==> src/rtl/reset_sequencer_pkg.sv <==
// ----------------------------------------------------------------------------
// reset_pkg: shared types and helpers for the core reset sequencer. Rev 1.0
// ----------------------------------------------------------------------------
`default_nettype none

package reset_pkg;

  localparam int RESET_COUNT_W = 8;

  typedef enum logic [1:0] {
    LOCK_WAIT = 2'd0,
    HOLD      = 2'd1,
    RUN       = 2'd2,
    BTN       = 2'd3
  } rst_state_t;

  typedef enum logic [1:0] {
    POWERON   = 2'd0,
    BUTTON    = 2'd1,
    LOCK_LOSS = 2'd2
  } rst_cause_t;

  function automatic int max3(input int a, input int b, input int c);
    int m;
    m = (a > b) ? a : b;
    return (m > c) ? m : c;
  endfunction

endpackage

`default_nettype wire

==> src/rtl/reset_sequencer_sync_debounce.sv <==
// ----------------------------------------------------------------------------
// sync_debounce: multi-flop synchronizer with optional stable-level debounce. Rev 1.0
// ----------------------------------------------------------------------------
`default_nettype none

module sync_debounce #(
  parameter int SYNC_STAGES     = 2,
  parameter int DEBOUNCE_CYCLES = 80000
) (
  input  logic clk,
  input  logic reset_n,
  input  logic din,
  output logic dout
);

  logic [SYNC_STAGES-1:0] sync_ff;
  logic                   sync;

  always_ff @(posedge clk or negedge reset_n) begin
    if (!reset_n) begin
      sync_ff <= '0;
    end else begin
      sync_ff <= {sync_ff[SYNC_STAGES-2:0], din};
    end
  end

  assign sync = sync_ff[SYNC_STAGES-1];

  generate
    if (DEBOUNCE_CYCLES <= 1) begin : g_bypass
      assign dout = sync;
    end else begin : g_debounce
      localparam int DB_W = $clog2(DEBOUNCE_CYCLES) + 1;
      logic [DB_W-1:0] deb_cnt;

      // The output only follows the synchronized level after it has differed for DEBOUNCE_CYCLES.
      always_ff @(posedge clk or negedge reset_n) begin
        if (!reset_n) begin
          deb_cnt <= '0;
          dout    <= 1'b0;
        end else if (sync != dout) begin
          if (deb_cnt == DB_W'(DEBOUNCE_CYCLES - 1)) begin
            dout    <= sync;
            deb_cnt <= '0;
          end else begin
            deb_cnt <= deb_cnt + DB_W'(1);
          end
        end else begin
          deb_cnt <= '0;
        end
      end
    end
  endgenerate

endmodule

`default_nettype wire

==> src/rtl/reset_sequencer.sv <==
// ----------------------------------------------------------------------------
// reset_sequencer: PLL-lock and button qualified core reset generator. Rev 1.0
// ----------------------------------------------------------------------------
`default_nettype none

module reset_sequencer
  import reset_pkg::*;
#(
  parameter int SYNC_STAGES     = 2,
  parameter int DEBOUNCE_CYCLES = 80000,
  parameter int LOCK_CYCLES     = 16,
  parameter int HOLD_CYCLES     = 16,
  parameter int CNT_W           = $clog2(max3(DEBOUNCE_CYCLES, LOCK_CYCLES, HOLD_CYCLES)) + 1
) (
  input  logic                     clk,
  input  logic                     reset_n,
  input  logic                     btn_raw,
  input  logic                     pll_locked,
  output logic                     core_reset_n,
  output logic [1:0]               reset_cause,
  output logic [RESET_COUNT_W-1:0] reset_count,
  output logic                     btn_db
);

  logic       lock_sync;
  rst_state_t state;
  rst_cause_t cause;
  logic [CNT_W-1:0] seq_cnt;

  sync_debounce #(
    .SYNC_STAGES    (SYNC_STAGES),
    .DEBOUNCE_CYCLES(DEBOUNCE_CYCLES)
  ) u_btn (
    .clk    (clk),
    .reset_n(reset_n),
    .din    (btn_raw),
    .dout   (btn_db)
  );

  sync_debounce #(
    .SYNC_STAGES    (SYNC_STAGES),
    .DEBOUNCE_CYCLES(1)
  ) u_lock (
    .clk    (clk),
    .reset_n(reset_n),
    .din    (pll_locked),
    .dout   (lock_sync)
  );

  assign reset_cause = cause;

  // core_reset_n is loaded with (next state == RUN), so it is high exactly while in RUN.
  always_ff @(posedge clk or negedge reset_n) begin
    if (!reset_n) begin
      state        <= LOCK_WAIT;
      cause        <= POWERON;
      seq_cnt      <= '0;
      reset_count  <= '0;
      core_reset_n <= 1'b0;
    end else begin
      core_reset_n <= 1'b0;
      case (state)
        LOCK_WAIT: begin
          if (!lock_sync) begin
            seq_cnt <= '0;
          end else if (seq_cnt == CNT_W'(LOCK_CYCLES - 1)) begin
            state   <= HOLD;
            seq_cnt <= '0;
          end else begin
            seq_cnt <= seq_cnt + CNT_W'(1);
          end
        end
        HOLD: begin
          if (!lock_sync) begin
            state   <= LOCK_WAIT;
            seq_cnt <= '0;
          end else if (seq_cnt == CNT_W'(HOLD_CYCLES - 1)) begin
            state        <= RUN;
            seq_cnt      <= '0;
            core_reset_n <= 1'b1;
          end else begin
            seq_cnt <= seq_cnt + CNT_W'(1);
          end
        end
        RUN: begin
          if (!lock_sync || btn_db) begin
            state <= lock_sync ? BTN : LOCK_WAIT;
            cause <= lock_sync ? BUTTON : LOCK_LOSS;
            if (reset_count != {RESET_COUNT_W{1'b1}}) begin
              reset_count <= reset_count + RESET_COUNT_W'(1);
            end
          end else begin
            core_reset_n <= 1'b1;
          end
        end
        BTN: begin
          if (!lock_sync) begin
            state   <= LOCK_WAIT;
            seq_cnt <= '0;
          end else if (!btn_db) begin
            state   <= HOLD;
            seq_cnt <= '0;
          end
        end
        default: begin
          state   <= LOCK_WAIT;
          seq_cnt <= '0;
        end
      endcase
    end
  end

endmodule

`default_nettype wire

==> config.mk <==
export PLATFORM = sky130hd
export DESIGN_NAME = reset_sequencer
export DESIGN_NICKNAME = d
export VERILOG_FILES = /design/src/rtl/reset_sequencer_pkg.sv /design/src/rtl/reset_sequencer_sync_debounce.sv /design/src/rtl/reset_sequencer.sv
export SDC_FILE = /design/constraint.sdc
export NUM_CORES = 1
export LEC_CHECK = 0
export ABC_AREA = 1
export CORE_MARGIN = 1.5
export CORE_UTILIZATION = 61
export CTS_CLUSTER_SIZE = 12
export DETAILED_ROUTE_END_ITERATION = 8
export MAX_ROUTING_LAYER = met4
export PLACE_DENSITY = 0.77
export SETUP_SLACK_MARGIN = 0.15
export SYNTH_ARGS = -nofsm -noshare
export SYNTH_HDL_FRONTEND = slang
export SYNTH_SLANG_ARGS = --single-unit
==> constraint.sdc <==
create_clock -name clk -period 2.98 [get_ports clk]
set_clock_uncertainty 0.05 [all_clocks]
set_input_delay 0.298 -clock clk [delete_from_list [all_inputs] [get_ports clk]]
set_output_delay 0.298 -clock clk [all_outputs]
set_load 0.03 [all_outputs]
==> impl_metrics.py, run 1 <==
metrics = {
    "outcome": {
        "status": "finished, violations left",
        "violations": "hold timing",
    },
    "cells_and_area": {
        "fin_cells": 464,
        "final_util_pct": 69.4,
        "area_delta_synth_final_pct": 9.84,
        "diodes": 0,
        "final_nets": 420,
        "drive_gt1_share_pct": 6.59,
        "nFillCells": 410,
    },
    "sta": {
        "setup_violations": 0,
        "maxSlewViolCount": 0,
        "worst_pin_slew_ns": 0.722,
        "relSlewSlack_pct": 51.9,
        "fmax_ghz": 0.540,
        "hold_ws_ns": -0.0107,
        "period_needed_ns": 1.85,
        "tns_ns": 0,
        "worst_slack_ns": 1.13,
        "hold_viol": 25,
        "period_share_pct": 62.2,
        "rsz0062_at_grt": "false",
    },
    "setup_path": {
        "crit_slowest_cell": "clkdlybuf4s50_1",
        "cp.required_ns": 2.63,
        "cpPeakStageDelay_ns": 0.72,
        "cp-start-kind": "register",
        "cp.arrival_ns": 1.50,
        "crit_fanout": 5,
        "cp.buffers_inverters": 1,
        "critPathTopFamily": "buffers and inverters",
        "cp_cell_sequence": "clkdlybuf4s50_1",
        "reg2reg_from": "state[0]$_DFFE_PN0P_",
        "critPathKind": "reg2out",
        "startpoint": "reset_count[5]$_DFFE_PN0P_",
        "crit_path_end_kind": "primary output",
    },
    "logic_synthesis": {
        "synthCells": 388,
        "syn_avg_cell_area_sq_um": 7.64,
        "synthTopCellsByArea": "dfrtp_1, nand2_1, nor2_1, inv_1, nand3_1",
        "yosysTopAreaCell": "dfrtp_1",
        "synth_compound_area_share_pct": 5.11,
        "yosys.area_share.simple_pct": 34.2,
        "synth_area_sq_um": 2960,
        "synth_edf_count": 0,
        "synthDistinctLibCells": 29,
        "yosys.area.top_type_share_pct": 45.6,
        "synth_xor_area_share_pct": 5.32,
        "synth_nets": 399,
        "yosysMostFrequentCell": "nand2_1",
        "ys_seq_area_share_pct": 45.6,
        "synth_top_family_by_area": "simple AND/OR/NAND/NOR gates",
        "ys_ff_latch": 54,
        "synthMuxAreaShare_pct": 0,
        "async_flop_share_pct": 100,
        "synth_common_cells": "nand2_1, nor2_1, dfrtp_1",
        "yosys.area_share.adder_pct": 2.95,
        "synth_ff_type": "dfrtp_1",
        "ys.warnings.count": 0,
    },
    "clock_network": {
        "insertion_delay_ns": 0.31,
        "root_buffer": "clkbuf_8",
        "hold_buffers": 0,
        "clockBufferDepth": 2,
        "cts_setup_buffers": 0,
        "h-tree-depth": 2,
        "clk_pin_slew_ns": 0.10,
        "cts_tree": "yes",
        "clock-sinks": 54,
        "post_cts_resized": 0,
        "numCtsBuffers": 5,
    },
    "floorplanning": {
        "die_area_sq_um": 5290,
        "die_h_microns": 72.7,
        "start_util_pct": 63.2,
        "die_w_microns": 72.7,
        "rows": 25,
        "core_area_sq_um": 4690,
        "ios": 16,
    },
    "detailed_routing": {
        "ant_nets": 0,
        "drt_wl_total_mm": 5.82,
        "vias": 2492,
        "drc_errors": 0,
        "wl_per_cell_microns": 12.6,
        "drtPass1Iterations": 5,
        "via_per_inst": 5.37,
        "drt_iter0_markers": 160,
    },
    "place": {
        "pre_cts_slack_ns": 1.21,
        "dp_hpwl_mm": 4.30,
        "routabilityCongestion": 0.920,
        "portBuffers": 15,
        "dp.cells": 456,
    },
    "global_route": {
        "grt_max_degree": 35,
        "track_usage_pct": 25.1,
        "grt_pass1_vias": 2363,
        "grt_first_pass_wirelength_mm": 10.1,
        "grt-ovfl-total": 0,
        "antenna_found_initial": 0,
    },
    "power_and_ir_drop": {
        "p_leak_nw": 1.54,
        "pwr_density_cell_nw_per_um2": 512,
        "irDropWorstVdd_v": 0.000413,
    },
    "min_path": {
        "hold_path_class": "in2async",
    },
    "flow_run": {
        "maxCapViolations": 0,
    },
}
==> flip-flops by register name (all words and copies together), names as in the netlist <==
| signal | cells |
|---|---|
| seq_cnt | 18 |
| u_btn.sync_ff | 2 |
| u_btn.g_debounce.deb_cnt | 18 |
| u_btn.dout | 1 |
| reset_cause | 2 |
| state | 2 |
| core_reset_n | 1 |
| reset_count | 8 |
| u_lock.sync_ff | 2 |
==> power breakdown <==
part,switching (mW),internal [mW]
Sequential,0.0552,0.788
Combinational,0.265,0.137
Clock,0.232,0.188
==> cell families after synthesis <==
family,after synthesis
and+or+nand+nor,235
DFF,54
buffers and inverters,49
AOI/OAI and AO/OA,25
xor gates and xnor gates,18
adders and majority gates,7
==> per-layer routing <==
| metal | GRT usage, % | vias to the layer above | routed length [microns] |
|---|---|---|---|
| li1 | - | 1264 | - |
| met1 | 31.3 | 1160 | 2690 |
| met2 | 40.6 | 61 | 2820 |
| met3 | 4.97 | 7 | 222 |
| met4 | 9.64 | 0 | 93 |
| met5 | - | - | 0 |
==> layout make-up <==
type,count,area [sq um],share of cell area (%)
repair buffers,17,160,4.92
flip-flops and latches,54,1350,41.5
clock buffers,7,86.3,2.65
clock inverters,1,5.00,0.154
multi-input cells,285,1410,43.4
well taps,54,67.6,2.08
inverters,46,174,5.34
==> path summary, 6_finish.rpt <==
check,to,cells past startpoint,slack [ns]
max,reset_count[5],1,1.13
min,u_btn.g_debounce.deb_cnt[6]$_DFF_PN0_,1,-0.01
max reg2reg,seq_cnt[14]$_DFFE_PN0P_,9,1.17
min reg2reg,u_btn.sync_ff[1]$_DFF_PN0_,0,0.31
max in group asynchronous,u_lock.sync_ff[1]$_DFF_PN0_,2,2.25
min in group clk,u_btn.sync_ff[1]$_DFF_PN0_,0,0.31
==> through the flow <==
stage / power (mW) / area (sq um) / hold slack [ns]
2_1_floorplan: 1.14 / 2960 / -0.0476
3_3_place_gp: 1.24 / 3160 / 0.284
3_5_place_dp: 1.26 / 3160 / 0.293
4_1_cts: 1.68 / 3260 / 0.0122
5_1_grt: 1.77 / 3260 / 0.0530
6_report: 1.67 / 3260 / -0.0107
==> layout by cell type (no fill, tap or decap), types with 2 or more instances in the layout <==
cell type         n
buf_4             2
o21ai_1           2
o21ai_0           9
clkdlybuf4s50_1  14
xor2_1           10
a21oi_1           8
inv_2             3
xnor2_1           8
nor2_1           75
dfrtp_1          54
clkinv_2          2
clkbuf_8          6
nand2_2           4
nand3_1          27
nor3_1           13
ha_1              7
nor2_2            3
nand2_4           2
inv_1            42
nand4_1          11
nand2_1          97
Note: power is estimated with default switching activity, not from simulation.
==> inputs of run 2 (changes only) <==
Settings changed: CORE_UTILIZATION 61 to 60, PLACE_DENSITY 0.77 to 0.76.
Clock period 2.98 ns to 1.8 ns, I/O delays scaled along.
==> run 2 against run 1 <==
The flow now finishes without violations. First-iteration DRC count rose by 29%. Flip-flop and latch count did not move. Total power is 76% higher. Non-clock buffer count up 9. Sequential share of layout area is 2.0 points lower. Clock power rose by 78%. Combinational power rose by 96%. Wire length grew 4.9%. Clock-buffer cell count unchanged. Utilization grew 2.7 points. Sequential power increased by 66%. Register-to-register slack worse by 0.97 ns. Critical path type unchanged.
==> impl_metrics.py, run 2 (same netlist as run 1, synthesis figures left out) <==
metrics = {
    "outcome": {
        "status": "complete, no violations",
    },
    "clock_network": {
        "clk_pin_slew_ns": 0.09,
        "clockBufferDepth": 2,
        "root_buffer": "clkbuf_8",
        "cts_tree": "yes",
        "clock-sinks": 54,
        "numCtsBuffers": 5,
        "h-tree-depth": 2,
        "insertion_delay_ns": 0.30,
    },
    "place": {
        "dp_hpwl_mm": 4.34,
        "pre_cts_slack_ns": 0.100,
        "routabilityCongestion": 0.933,
        "portBuffers": 15,
    },
    "global_route": {
        "grt_max_degree": 23,
        "grt_first_pass_wirelength_mm": 10.1,
        "grt-ovfl-total": 0,
        "track_usage_pct": 25.0,
        "grt_pass1_vias": 2356,
        "antenna_found_initial": 0,
    },
    "sta": {
        "period_needed_ns": 1.61,
        "maxSlewViolCount": 0,
        "rsz0062_at_grt": "true",
        "tns_ns": 0,
        "worst_pin_slew_ns": 0.477,
        "worst_slack_ns": 0.188,
        "relSlewSlack_pct": 68.2,
        "hold_viol": 0,
        "setup_violations": 0,
        "fmax_ghz": 0.621,
        "hold_ws_ns": 0.256,
        "period_share_pct": 89.5,
    },
    "setup_path": {
        "startpoint": "reset_count[0]$_DFFE_PN0P_",
        "cp.arrival_ns": 1.38,
        "crit_slowest_cell": "clkdlybuf4s50_1",
        "cp.buffers_inverters": 1,
        "critPathTopFamily": "buffers and inverters",
        "crit_fanout": 3,
        "cp-start-kind": "register",
        "cp_cell_sequence": "clkdlybuf4s50_1",
        "reg2reg_depth": 7,
        "reg2reg_from": "state[0]$_DFFE_PN0P_",
        "crit_path_end_kind": "primary output",
        "cp_num_cells": 1,
        "cp.required_ns": 1.57,
        "critPathKind": "reg2out",
        "cpPeakStageDelay_ns": 0.68,
    },
    "detailed_routing": {
        "drt_iter0_markers": 206,
        "via_per_inst": 5.25,
        "wl_per_cell_microns": 12.5,
        "ant_nets": 0,
        "drt_wl_total_mm": 6.11,
        "vias": 2559,
        "drc_errors": 0,
        "drtPass1Iterations": 4,
    },
    "floorplanning": {
        "die_area_sq_um": 5370,
        "ios": 16,
        "start_util_pct": 62.3,
        "die_w_microns": 73.3,
        "core_area_sq_um": 4750,
        "die_h_microns": 73.3,
        "rows": 25,
    },
    "power_and_ir_drop": {
        "p_leak_nw": 1.64,
        "pwr_density_cell_nw_per_um2": 856,
        "irDropWorstVdd_v": 0.000614,
        "power.total_mw": 2.93,
    },
    "cells_and_area": {
        "layout_common_cells": "nand2_1, nor2_1, dfrtp_1",
        "diodes": 0,
        "final_common_cell": "nand2_1",
        "area_delta_synth_final_pct": 15.6,
        "final_util_pct": 72.1,
        "largestRegisters": "seq_cnt x18, u_btn.g_debounce.deb_cnt x18, reset_count x8",
        "final_nets": 430,
        "drive_gt1_share_pct": 12.4,
    },
    "min_path": {
        "hold_path_startpoint": "btn_raw",
        "min_path_cells": 1,
        "hold_path_class": "in2reg",
    },
    "flow_run": {
        "maxCapViolations": 0,
    },
}
run 2: changes by cell type in the layout (fill, tap and decap cells not counted), moves of 2 or more:
cell	delta
ha_1	-3
nand3_2	+2
dlygate4sd2_1	+6
nor2_2	+4
nand3_1	-3
dfrtp_1	-2
dfrtp_2	+2
nor2_1	-5
buf_4	+8
clkinv_4	+2
ha_2	+3
clkdlybuf4s50_1	-7
run 2: through the flow:
step / cell area [sq um] / cells
global route: 3430 / 487
floorplan: 2970 / 388
CTS: 3310 / 480
global placement: 3200 / 471
detailed placement: 3200 / 471
finish: 3430 / 487
run 2: worst paths after layout:
check / slack (ns) / to
max in group asynchronous: 0.75 / reset_count[1]$_DFFE_PN0P_
setup / recovery: 0.19 / reset_count[0]
min in group asynchronous: 0.31 / seq_cnt[15]$_DFFE_PN0P_
hold / removal: 0.26 / u_btn.sync_ff[0]$_DFF_PN0_
setup reg to reg: 0.20 / reset_count[0]$_DFFE_PN0P_
hold reg to reg: 0.31 / u_btn.sync_ff[1]$_DFF_PN0_
run 2: what timing repair did:
| action | 4_1_cts | 5_1_grt |
|---|---|---|
| setup buffers | 0 | 6 |
| resized for setup | 9 | 20 |
| hold buffers | 1 | 0 |
| endpoints found under the hold margin | 20 | 0 |
| pin swaps | 1 | 4 |
| cloned | 0 | 1 |
| endpoints found under the setup margin | 22 | 35 |
run 2: area by class of cell:
cell class              count  area, sq um
multi-input cells         286         1470
flip-flops and latches     54         1350
fillers                   381         1330
repair buffers             26          225
inverters                  46          186
clock buffers               7         96.3
well taps                  67         83.8
clock inverters             1         8.76
run 2: metal layers:
metal  vias to the layer above  track usage (%)  part of all wire (%)
li1                       1288                -                     -
met1                      1195             32.0                    45
met2                        62             39.5                    49
met3                        14             4.12                   3.7
met4                         0             10.5                   2.3
met5                         -                -                     0
run 2: report_power, final:
group | total, mW | switching, mW | internal (mW)
sequential | 1.40 | 0.0906 | 1.31
clock | 0.747 | 0.393 | 0.353
combinational | 0.788 | 0.493 | 0.294
total | 2.93 | 0.977 | 1.96
==> inputs of run 3 (changes only) <==
--- a/config.mk
+++ b/config.mk
@@ -7,5 +7,5 @@
 export LEC_CHECK = 0
-export ABC_AREA = 1
+export CAP_MARGIN = 20
 export CORE_MARGIN = 1.5
-export CORE_UTILIZATION = 60
+export CORE_UTILIZATION = 59
 export CTS_CLUSTER_SIZE = 12
@@ -13,3 +13,3 @@
 export MAX_ROUTING_LAYER = met4
-export PLACE_DENSITY = 0.76
+export PLACE_DENSITY = 0.75
 export SETUP_SLACK_MARGIN = 0.15
--- a/constraint.sdc
+++ b/constraint.sdc
@@ -4,2 +4,2 @@
 set_output_delay 0.18 -clock clk [all_outputs]
-set_load 0.03 [all_outputs]
+set_load 0.005 [all_outputs]
==> run 3 against run 2 <==
Clock power decreased by 11%. Worst setup slack lost 0.16 ns. Register-to-register slack got worse by 0.17 ns. Total power is 9.4% higher. First-iteration DRC count fell by 42%. Fmax decreased by 9.1%. Non-clock buffer count grew 34. Sequential share of layout area fell by 3.5 points. Synthesized cell count down 26%. Via count decreased by 3.0%. Hold slack improved by 0.0010 ns. Critical endpoint is now seq_cnt[16]$_DFFE_PN0P_.
==> impl_metrics.py, run 3 <==
metrics = {
    "power_and_ir_drop": {
        "clkPwrFrac_pct": 20.7,
        "pwr-share-seq_pct": 44.6,
        "internal_power_mw": 2.16,
        "pwr_density_cell_nw_per_um2": 851,
        "swShare_pct": 32.6,
        "combPwrFrac_pct": 34.7,
        "switching_power_mw": 1.05,
        "power.total_mw": 3.21,
        "p_leak_nw": 1.58,
        "irDropWorstVdd_v": 0.000530,
    },
    "setup_path": {
        "cp_cell_sequence": "ha_4 -> buf_4 -> nand2_1 -> o2111ai_4 -> or3_1 -> a22oi_2",
        "cp.arrival_ns": 1.95,
        "reg2reg_setup_slack_ns": 0.03,
        "crit_fanout": 6,
        "cp-start-kind": "register",
        "crit_slowest_cell": "dfrtp_2",
        "cp.required_ns": 1.98,
        "critPathKind": "reg2reg",
        "cpPeakStageDelay_ns": 0.46,
        "crit_path_end_kind": "register",
        "critPathTopFamily": "simple AND/OR/NAND/NOR gates",
        "cp.buffers_inverters": 1,
    },
    "logic_synthesis": {
        "synth_ff_type": "dfrtp_1",
        "synthDistinctLibCells": 52,
        "ys.warnings.count": 0,
        "ys_seq_area_share_pct": 47.3,
        "synth_common_cells": "dfrtp_1, nand2_1, nand3_1",
        "async_flop_share_pct": 100,
        "yosysMostFrequentCell": "dfrtp_1",
        "ys_ff_latch": 54,
        "synth_edf_count": 0,
        "synth_nets": 298,
        "syn_avg_cell_area_sq_um": 9.95,
        "yosys.area.top_type_share_pct": 47.3,
        "synthTopCellsByArea": "dfrtp_1, nand2_1, xnor2_1, xor2_1, nand3_1",
        "yosysTopAreaCell": "dfrtp_1",
        "synth_area_sq_um": 2860,
        "synthCells": 287,
    },
    "cells_and_area": {
        "nFillCells": 310,
        "diodes": 0,
        "final_nets": 357,
        "finalInstanceArea_sq_um": 3770,
        "largestRegisters": "seq_cnt x18, u_btn.g_debounce.deb_cnt x18, reset_count x8",
        "drive_gt1_share_pct": 30.4,
        "multi_input_area_sq_um": 1680,
        "fin_cells": 399,
        "regArea_sq_um": 1360,
        "final_common_cell": "dfrtp_1",
        "area_delta_synth_final_pct": 32.0,
        "layout_common_cells": "dfrtp_1, buf_4, nand2_1",
        "final_util_pct": 80.4,
    },
    "floorplanning": {
        "die_area_sq_um": 5270,
        "rows": 25,
        "die_w_microns": 72.6,
        "die_h_microns": 72.6,
        "core_area_sq_um": 4690,
        "start_util_pct": 60.9,
        "ios": 16,
    },
    "place": {
        "place_area_sq_um": 3280,
        "pre_cts_slack_ns": 0.00480,
        "routabilityCongestion": 0.858,
        "portBuffers": 15,
        "dp.cells": 373,
        "dp_hpwl_mm": 4.15,
    },
    "outcome": {
        "status": "complete, no violations",
    },
    "global_route": {
        "grt_max_degree": 55,
        "grt_first_pass_wirelength_mm": 10.4,
        "antenna_found_initial": 0,
        "grt_pass1_vias": 2218,
        "track_usage_pct": 26.4,
        "grt-ovfl-total": 0,
    },
    "detailed_routing": {
        "wl_per_cell_microns": 16.9,
        "drt_iter0_markers": 119,
        "drc_errors": 0,
        "drt_wl_total_mm": 6.76,
        "drtPass1Iterations": 4,
        "ant_nets": 0,
        "via_per_inst": 6.22,
        "vias": 2483,
    },
    "sta": {
        "setup_violations": 0,
        "hold_ws_ns": 0.257,
        "fmax_ghz": 0.564,
        "relSlewSlack_pct": 76.4,
        "period_share_pct": 98.5,
        "worst_pin_slew_ns": 0.351,
        "hold_viol": 0,
        "worst_slack_ns": 0.0268,
        "maxSlewViolCount": 0,
        "tns_ns": 0,
        "rsz0062_at_grt": "true",
        "period_needed_ns": 1.77,
    },
    "min_path": {
        "hold_path_class": "in2reg",
    },
    "clock_network": {
        "clockBufferDepth": 2,
        "numCtsBuffers": 5,
        "cts_tree": "yes",
        "insertion_delay_ns": 0.30,
        "clk_pin_slew_ns": 0.09,
        "clock-sinks": 54,
        "h-tree-depth": 2,
        "root_buffer": "clkbuf_8",
    },
    "flow_run": {
        "maxCapViolations": 0,
    },
}
-- run 3: cell count changes after synthesis, moves of 6 or more --
cell,delta
nand3_1,-9
nor2_1,-58
or3_1,+8
nor3_1,-10
and3_1,+6
o31ai_1,+6
inv_1,-33
or4_1,+7
nand2_1,-67
-- run 3: final cells by class --
cell class / instances / area share (%)
multi-input cells: 215 / 44.6
flip-flops and latches: 54 / 36.0
well taps: 54 / 1.79
repair buffers: 60 / 14.4
clock buffers: 6 / 2.19
inverters: 10 / 1.06
-- run 3: path summary, 6_finish.rpt --
check                                             from                                      to  cells after the start
max in group asynchronous                      reset_n                  u_btn.dout$_DFFE_PN0P_                      3
min in group asynchronous                      reset_n  u_btn.g_debounce.deb_cnt[13]$_DFF_PN0_                      3
setup / recovery                  state[0]$_DFFE_PN0P_                 seq_cnt[16]$_DFFE_PN0P_                      6
hold reg to reg            u_lock.sync_ff[0]$_DFF_PN0_             u_lock.sync_ff[1]$_DFF_PN0_                      0
setup reg to reg                  state[0]$_DFFE_PN0P_                 seq_cnt[16]$_DFFE_PN0P_                      6
hold / removal                                 btn_raw              u_btn.sync_ff[0]$_DFF_PN0_                      1
-- run 3: what timing repair did --
action | 4_1_cts | 5_1_grt
pin swaps | 14 | 11
hold endpoints to repair | 54 | 0
gates resized for setup | 28 | 25
setup endpoints to repair | 25 | 35
cloned | 1 | 0
buffers inserted | 6 | 12
hold buffers | 1 | 0
-- run 3: power by group through the flow --
stage	Clock, mW	Combinational [mW]	Sequential (mW)
floorplan	0	0.509	1.43
finish	0.664	1.11	1.43
global route	0.721	1.20	1.44
global placement	0	0.805	1.43
detailed placement	0	0.810	1.44
CTS	0.692	0.948	1.43
-- run 3: cell families after synthesis --
group,share of synthesized area (%)
AND/OR/NAND/NOR,24.1
AO/OA/AOI/OAI,14.8
flip-flops,47.3
XOR/XNOR,6.75
buffers and inverters,3.15
adder cells (fa/ha/maj),3.07
multiplexers,0.745
-- run 3: worst register-to-register path: stages, from the launching register on --
cell and delay [ns]:
dfrtp_2 0.46, ha_4 0.21, buf_4 0.15, nand2_1 0.17
o2111ai_4 0.16, or3_1 0.36, a22oi_2 0.15
-- run 3: metal layers --
layer | track usage, % | vias to the layer above | part of all wire (%) | wire (microns)
met5 | - | - | 0 | 0
met4 | 9.01 | 0 | 3.3 | 221
met3 | 4.56 | 18 | 3.3 | 221
met2 | 43.4 | 65 | 52 | 3490
met1 | 33.0 | 1218 | 42 | 2830
li1 | - | 1182 | - | -
